`src/rtl/counter_ctrl_pkg.sv`:
```
// Shared definitions for the counter sequencer: state encodings and mode values.
package counter_ctrl_pkg;

    typedef enum logic [1:0] {
        IDLE = 2'd0,
        LOAD = 2'd1,
        RUN  = 2'd2,
        TERM = 2'd3
    } state_t;

    localparam logic MODE_ONESHOT  = 1'b0;
    localparam logic MODE_PERIODIC = 1'b1;

endpackage

```
`src/rtl/counter_seq_ctrl.sv`:
```
// Sequencer for the reloadable up counter: loads a start value, enables counting
// until the end value is seen, pulses DONE and optionally reloads (periodic mode).
module counter_seq_ctrl
    import counter_ctrl_pkg::*;
#(
    parameter int WIDTH = 8,
    parameter int EVT_W = 8
) (
    input  logic             CLK,
    input  logic             RESET,
    input  logic             START,
    input  logic             STOP,
    input  logic             MODE,
    input  logic [WIDTH-1:0] START_VAL,
    input  logic [WIDTH-1:0] END_VAL,
    input  logic [WIDTH-1:0] COUNT,
    output logic             CNT_LOAD,
    output logic             CNT_ENA,
    output logic [WIDTH-1:0] CNT_DATA,
    output logic             BUSY,
    output logic             DONE,
    output logic [EVT_W-1:0] EVENTS
);

    state_t           state;
    state_t           state_nxt;
    logic             mode_lat;
    logic [WIDTH-1:0] start_lat;
    logic [WIDTH-1:0] end_lat;
    logic [EVT_W-1:0] events_q;
    logic             accept;
    logic             at_end;
    logic             evt_sat;

    assign accept  = (state == IDLE) && START && !STOP;
    assign at_end  = (COUNT == end_lat);
    assign evt_sat = (events_q == {EVT_W{1'b1}});

    always_ff @(posedge CLK) begin
        if (RESET) begin
            state <= IDLE;
        end else begin
            state <= state_nxt;
        end
    end

    // STOP overrides every non-IDLE transition, including the TERM reload.
    always_comb begin
        state_nxt = state;
        unique case (state)
            IDLE: if (START && !STOP) state_nxt = LOAD;
            LOAD: state_nxt = RUN;
            RUN:  if (at_end) state_nxt = TERM;
            TERM: state_nxt = (mode_lat == MODE_PERIODIC) ? LOAD : IDLE;
            default: state_nxt = IDLE;
        endcase
        if (STOP && state != IDLE) begin
            state_nxt = IDLE;
        end
    end

    always_ff @(posedge CLK) begin
        if (RESET) begin
            mode_lat  <= MODE_ONESHOT;
            start_lat <= '0;
            end_lat   <= '0;
        end else if (accept) begin
            mode_lat  <= MODE;
            start_lat <= START_VAL;
            end_lat   <= END_VAL;
        end
    end

    // A completed window counts even if STOP arrives in the same cycle.
    always_ff @(posedge CLK) begin
        if (RESET) begin
            events_q <= '0;
        end else if (accept) begin
            events_q <= '0;
        end else if (state == TERM && !evt_sat) begin
            events_q <= events_q + 1'b1;
        end
    end

    always_comb begin
        CNT_LOAD = 1'b0;
        CNT_ENA  = 1'b0;
        BUSY     = 1'b0;
        DONE     = 1'b0;
        unique case (state)
            IDLE: begin
            end
            LOAD: begin
                CNT_LOAD = 1'b1;
                BUSY     = 1'b1;
            end
            RUN: begin
                CNT_ENA = !at_end;
                BUSY    = 1'b1;
            end
            TERM: begin
                DONE = 1'b1;
                BUSY = 1'b1;
            end
            default: begin
            end
        endcase
    end

    assign CNT_DATA = start_lat;
    assign EVENTS   = events_q;

endmodule
```
`config.mk`:
```
export PLATFORM = sky130hd
export DESIGN_NAME = counter_seq_ctrl
export DESIGN_NICKNAME = d
export VERILOG_FILES = /design/src/rtl/counter_ctrl_pkg.sv /design/src/rtl/counter_seq_ctrl.sv
export SDC_FILE = /design/constraint.sdc
export NUM_CORES = 1
export LEC_CHECK = 0
export CORE_ASPECT_RATIO = 1.4
export CORE_UTILIZATION = 43
export CTS_CLUSTER_DIAMETER = 50
export DETAILED_ROUTE_END_ITERATION = 6
export PLACE_DENSITY = 0.79
export SETUP_SLACK_MARGIN = 0.4
export SLEW_MARGIN = 10
export SYNTH_ARGS = -nofsm -noshare
export SYNTH_HDL_FRONTEND = slang
export SYNTH_SLANG_ARGS = --single-unit
```
`constraint.sdc`:
```
create_clock -name CLK -period 1.9 [get_ports CLK]
set_input_delay 0.285 -clock CLK [delete_from_list [all_inputs] [get_ports CLK]]
set_output_delay 0.285 -clock CLK [all_outputs]
set_load 0.02 [all_outputs]
```
# [Yosys cells after proc, flatten, opt, wreduce, memory -nomap -nowiden]
# Index checks and enable logic that the tools add are counted.
[totals] input_bits=29 output_inout_bits=20 wordCells=35 ff_bits=27
[classes] mux=8 reduce_logical=14 n_addsub=1 eq_ne=7
[op_table] cell="8-bit by 1-bit adder with 8-bit output (second input constant)" count=1
[op_table] cell="8-bit == test" count=1
[op_table] cell="8-bit == test (second input constant)" count=1
[op_table] cell="2-bit case mux with 4 select lines" count=1
[op_table] cell="1-bit logical AND" count=5
[op_table] cell="1-bit two-way mux" count=5
[op_table] cell="2-bit == test (second input constant)" count=2
[op_table] cell="2-bit two-way mux" count=2
[op_table] cell="2-bit OR reduction" count=2
[op_table] cell="1-bit zero test" count=3
[op_table] cell="3-bit OR reduction" count=1
[op_table] cell="2-bit by 1-bit == test with 1-bit output (second input constant)" count=1
[op_table] cell="2-bit zero test" count=1
[op_table] cell="2-bit by 1-bit != test with 1-bit output (second input constant)" count=1
[op_table] cell="2-bit != test (second input constant)" count=1
[op_table] cell="2-bit AND reduction" count=1
[op_table] cell="2-bit nonzero test" count=1

# [Logic depth before layout (Yosys ltp)]
# Gate-level depths: netlist of the first run.
[depth] ltp_word=4 depth_mapped=7

# [Worst setup path after synthesis of the first run]
# No wires, ideal clock.
[synth_path] kind="flip-flop to flip-flop" from="register state[0]" to="register state[1]" setup_ns=0.122 synth_period_minus_slack_ns=1.586 t_required_ns=1.778 slack_ns=0.314 t_arrival_ns=1.464 path_stages_with_launch=8 path_cell_list="dfxtp_1 > inv_1 > ha_1 > inv_1 > a21oi_1 > nand3b_1 > mux2i_1 > a311o_1"
[synth_between] elab_chain_len=3 elab_cells_between_ends=11 cone_classes="eq/ne: 5; mux: 1; reduce/logical: 5"
[synth_lines] item="start: declaration" line_no="counter_seq_ctrl.sv:25" text="state_t state;"
[synth_lines] item="start signal: assignment" line_no="counter_seq_ctrl.sv:43" text="state <= state_nxt;"
[synth_lines] item="2-bit == test (tied with other cells)" line_no="counter_seq_ctrl.sv:50" text="unique case (state)"
[synth_lines] item="2-bit != test (no line) (tied with other cells)"
[synth_lines] item="2-bit AND reduction (no line) / 2-bit OR reduction (equally long branches)"
# Parallel ways exist; a longest one is shown, timed or not.
# A chain may end at the register's enable or synchronous reset.

# [Final worst setup path of the first run]
[layout_path] from="input port COUNT[6]" to="output port CNT_ENA"
[layout_between] elab_chain_len=3
[layout_lines] item="start: declaration" line_no="counter_seq_ctrl.sv:16" text="input logic [WIDTH-1:0] COUNT,"
[layout_lines] item="8-bit == test" line_no="counter_seq_ctrl.sv:36" text="assign at_end = (COUNT == end_lat);"
[layout_lines] item="1-bit zero test" line_no="counter_seq_ctrl.sv:98" text="CNT_ENA = !at_end;"
[layout_lines] item="1-bit two-way mux" line_no="counter_seq_ctrl.sv:90" text="unique case (state)"
[layout_lines] item="end: declaration" line_no="counter_seq_ctrl.sv:18" text="output logic CNT_ENA,"
# Every way passes these cells.

==> qor.csv, run 1 <==
stage,metric,value,unit
run_status,status,"finished, final reports clean",
clocking,CTS tree,yes,
timing,final count of hold timing violations,0,
yosys,post-synth cell types,27,
flow_run,max_cap viols,0,
global_route,pin count of the biggest net entering global routing,19,
routing,Pre-antenna DRT Iters,4,
routing,DR WL/cell,13.4,µm
worst_setup_path,WS Path Type,in -> out,
yosys,total number of yosys warnings,0,
yosys,mux contribution to synthesized area,0.0160,
timing,final worst setup slack,108,ps
floorplanning,# IOs,49,
power,PD cells,821,mW/mm²
global_route,"Remaining Overflow, GRT",0,
timing,Tcrit/Tclk final,0.943,
clocking,CTS root buf,clkbuf_4,
floorplanning,Die ar.,0.00314,mm²
worst_setup_path,crit-path max cell delay,420,ps
power,Leakage Power,0.834,nW
power,Max IR drop VDD,0.530,mV
clocking,clk_lat worst skew,320,ps
yosys,xor-xnor portion of the synthesized cell area,0.0978,
worst_setup_path,"Arr. time, crit path",1510,ps
worst_setup_path,Required @ worst endpoint,1620,ps
routing,Total Wirelength,3.27,mm
worst_setup_path,Worst Path Buf+Inv,2,
worst_setup_path,critical path launch point type,input port,
timing,Slew Limit Fails,0,
worst_setup_path,crit-path leading delay family,buffers and inverters,
placement,Post-Place Worst Slack,-358,ps
routing,Via density,5.04,
finish,Nets,245,
global_route,GRT Overall Usage,0.217,
timing,Slew headroom,0.731,
clocking,clk sinks,27,
floorplanning,Core ar.,0.00270,mm²
power,total power,1.57,mW
routing,DR vias,1235,
timing,pin slew with the least headroom to its limit,403,ps
yosys,Gate Count Post-Synth,152,
yosys,"Avg Cell Area, Syn",8.25,µm²
placement,Buffers on Ports,48,
yosys,adder-cell share of the synthesized area,0.0599,
routing,post-route ant nets,0,
yosys,sequential area share after synthesis,0.431,
global_route,antenna violations before repair,0,
finish,layout cell share with drive strength beyond 1,0.191,
timing,RSZ-0062 raised after global routing,yes,
global_route,GR peak layer,met2,
timing,Final Setup Violations,0,
yosys,Mapped Area,0.00125,mm²
min_path,worst hold path class,reg -> reg,
worst_setup_path,type of element capturing the critical path,output pin,
worst_setup_path,crit-path cells,clkdlybuf4s50_1 -> xor2_1 -> nor4_1 -> nand2_1 -> and2_4 -> buf_6,
timing,sum of negative setup slack,0,ps
yosys,Seq cells post-synth,27,
routing,DR DRC count,0,
placement,Final HPWL DP,2.38,mm
yosys,Compound-Gate Fraction of Synth Area,0.131,
global_route,met3 global-route usage,0.0355,
finish,"commonest non-fill, non-tap cell in the layout",nand2_1,
global_route,met2 usage,0.432,
yosys,main combinational cell family by area after synthesis,simple AND/OR/NAND/NOR gates,
routing,number of DRC markers in iteration 0,9,
floorplanning,Site Rows,22,
floorplanning,die height,65.9,µm
clocking,H-tree Lvls,1,
global_route,first-pass GRT wire length,4.97,mm
clocking,Clock transition at path regs,130,ps
clocking,post-cts hold buffer count,0,
yosys,syn nets,187,
clocking,Max Root-Sink Buffers,2,
floorplanning,Die W,47.6,µm
placement,GP Congestion,0.704,
yosys,fraction of the mapped netlist area in simple logic gates,0.231,
timing,final clock skew,4.44,ps
finish,"commonest cells after routing, fill and taps aside","nand2_1, clkdlybuf4s50_1, dlygate4sd2_1, dfxtp_1, a21oi_1",
finish,Area growth syn-to-layout,53.0,%
worst_setup_path,crit path max fanout,2,
finish,Ant. Diodes,0,
worst_setup_path,Worst path slowest cell,clkdlybuf4s50_1,
timing,fmax,558,MHz
global_route,vias in the first global route,1220,
timing,min Tclk post-route,1790,ps
floorplanning,Starting Density,0.465,
global_route,M1 GR Usage,0.198,
clocking,CTS buffer count,3,
==> logic make-up (layout without fill, tap and decap cells) <==
logic type,after synthesis,after routing
and+or+nand+nor,65,65
AOI/OAI and AO/OA,27,27
DFF,27,27
xor gates and xnor gates,14,14
buffers and inverters,11,68
adders and majority gates,6,6
muxes,2,2
==> power breakdown <==
| group | internal, mW | total (mW) | leakage (nW) | switching, mW |
|---|---|---|---|---|
| sequential | 0.635 | 0.686 | 0.224 | 0.0513 |
| combinational | 0.302 | 0.644 | 0.596 | 0.342 |
| clock | 0.0823 | 0.244 | 0.0150 | 0.162 |
==> per-stage QoR <==
step	util	hold WS, ps	cell area, µm²	cells
2_1_floorplan	-	421	1270	152
3_3_place_gp	0.667	443	1800	234
3_5_place_dp	0.667	451	1800	234
4_1_cts	0.689	467	1860	241
5_1_grt	0.711	482	1920	245
6_report	0.711	462	1920	245
==> sequential cells by signal, indices dropped and copies added (netlist names) <==
signal / count
state: 2
mode_lat: 1
end_lat: 8
EVENTS: 8
CNT_DATA: 8
==> worst register-to-register path, cell delays in order, from the launching register on <==
cell and delay [ps]:
dfxtp_2 350, xor2_1 140, nor4_1 290, nand2_1 110, buf_4 150, buf_6 100, buf_6 110, a21o_1 150
o221a_1 240
==> layout make-up <==
class / instances / area (µm²)
inverters: 5 / 18.8
flip-flops and latches: 27 / 556
fillers: 225 / 779
multi-input cells: 114 / 732
well taps: 36 / 45.0
repair buffers: 59 / 541
clock buffers: 4 / 26.3
==> synth_stat cells <==
cell      count  area share
nand2_1      39        0.12
dfxtp_1      27        0.43
a21oi_1      20       0.080
xor2_1       11       0.077
nor2_1        9       0.027
ha_1          6       0.060
clkbuf_1      5       0.015
inv_1         5       0.015
and3_1        4       0.020
nand3_1       4       0.016
xnor2_1       3       0.021
mux2i_1       2       0.016
nand2b_1      2       0.010
nor4_1        2       0.010
a211o_1       1      0.0070
a211oi_1      1      0.0060
a211oi_2      1       0.010
a21o_1        1      0.0060
a311o_1       1      0.0080
a31oi_1       1      0.0050
and2_2        1      0.0060
and4_1        1      0.0070
buf_2         1      0.0040
nand3b_1      1      0.0060
nor3_1        1      0.0040
nor4bb_1      1      0.0080
o221a_1       1      0.0090
==> per-layer routing <==
| layer | wire length, µm | up-vias | share of wire |
|---|---|---|---|
| li1 | - | 623 | - |
| met1 | 1250 | 563 | 0.38 |
| met2 | 1730 | 43 | 0.53 |
| met3 | 230 | 6 | 0.070 |
| met4 | 57 | 0 | 0.017 |
| met5 | 0 | - | 0 |
==> worst paths after layout <==
check | startpoint | end | slack (ps) | cells after the start
max | COUNT[6] | CNT_ENA | 110 | 6
min | CNT_DATA[2] | CNT_DATA[2] | 460 | 2
max reg2reg | end_lat[1] | state[0] | 170 | 8
min reg2reg | CNT_DATA[2] | CNT_DATA[2] | 460 | 2
==> what timing repair did <==
| item | 4_1_cts | 5_1_grt |
|---|---|---|
| setup buffers | 3 | 4 |
| gates resized for setup | 51 | 12 |
| setup endpoints to repair | 43 | 10 |
| pin swaps | 6 | 7 |
No activity file was read; power rests on OpenSTA's default activity.
==> run 2: changes to the inputs <==
--- a/config.mk
+++ b/config.mk
@@ -5,6 +5,7 @@
 export SDC_FILE = /design/constraint.sdc
 export NUM_CORES = 1
 export LEC_CHECK = 0
+export CAP_MARGIN = 20
 export CORE_ASPECT_RATIO = 1.4
 export CORE_UTILIZATION = 43
 export CTS_CLUSTER_DIAMETER = 50
==> results of run 2 <==
No change in the layout: final DEF, timing and power equal those of run 1.
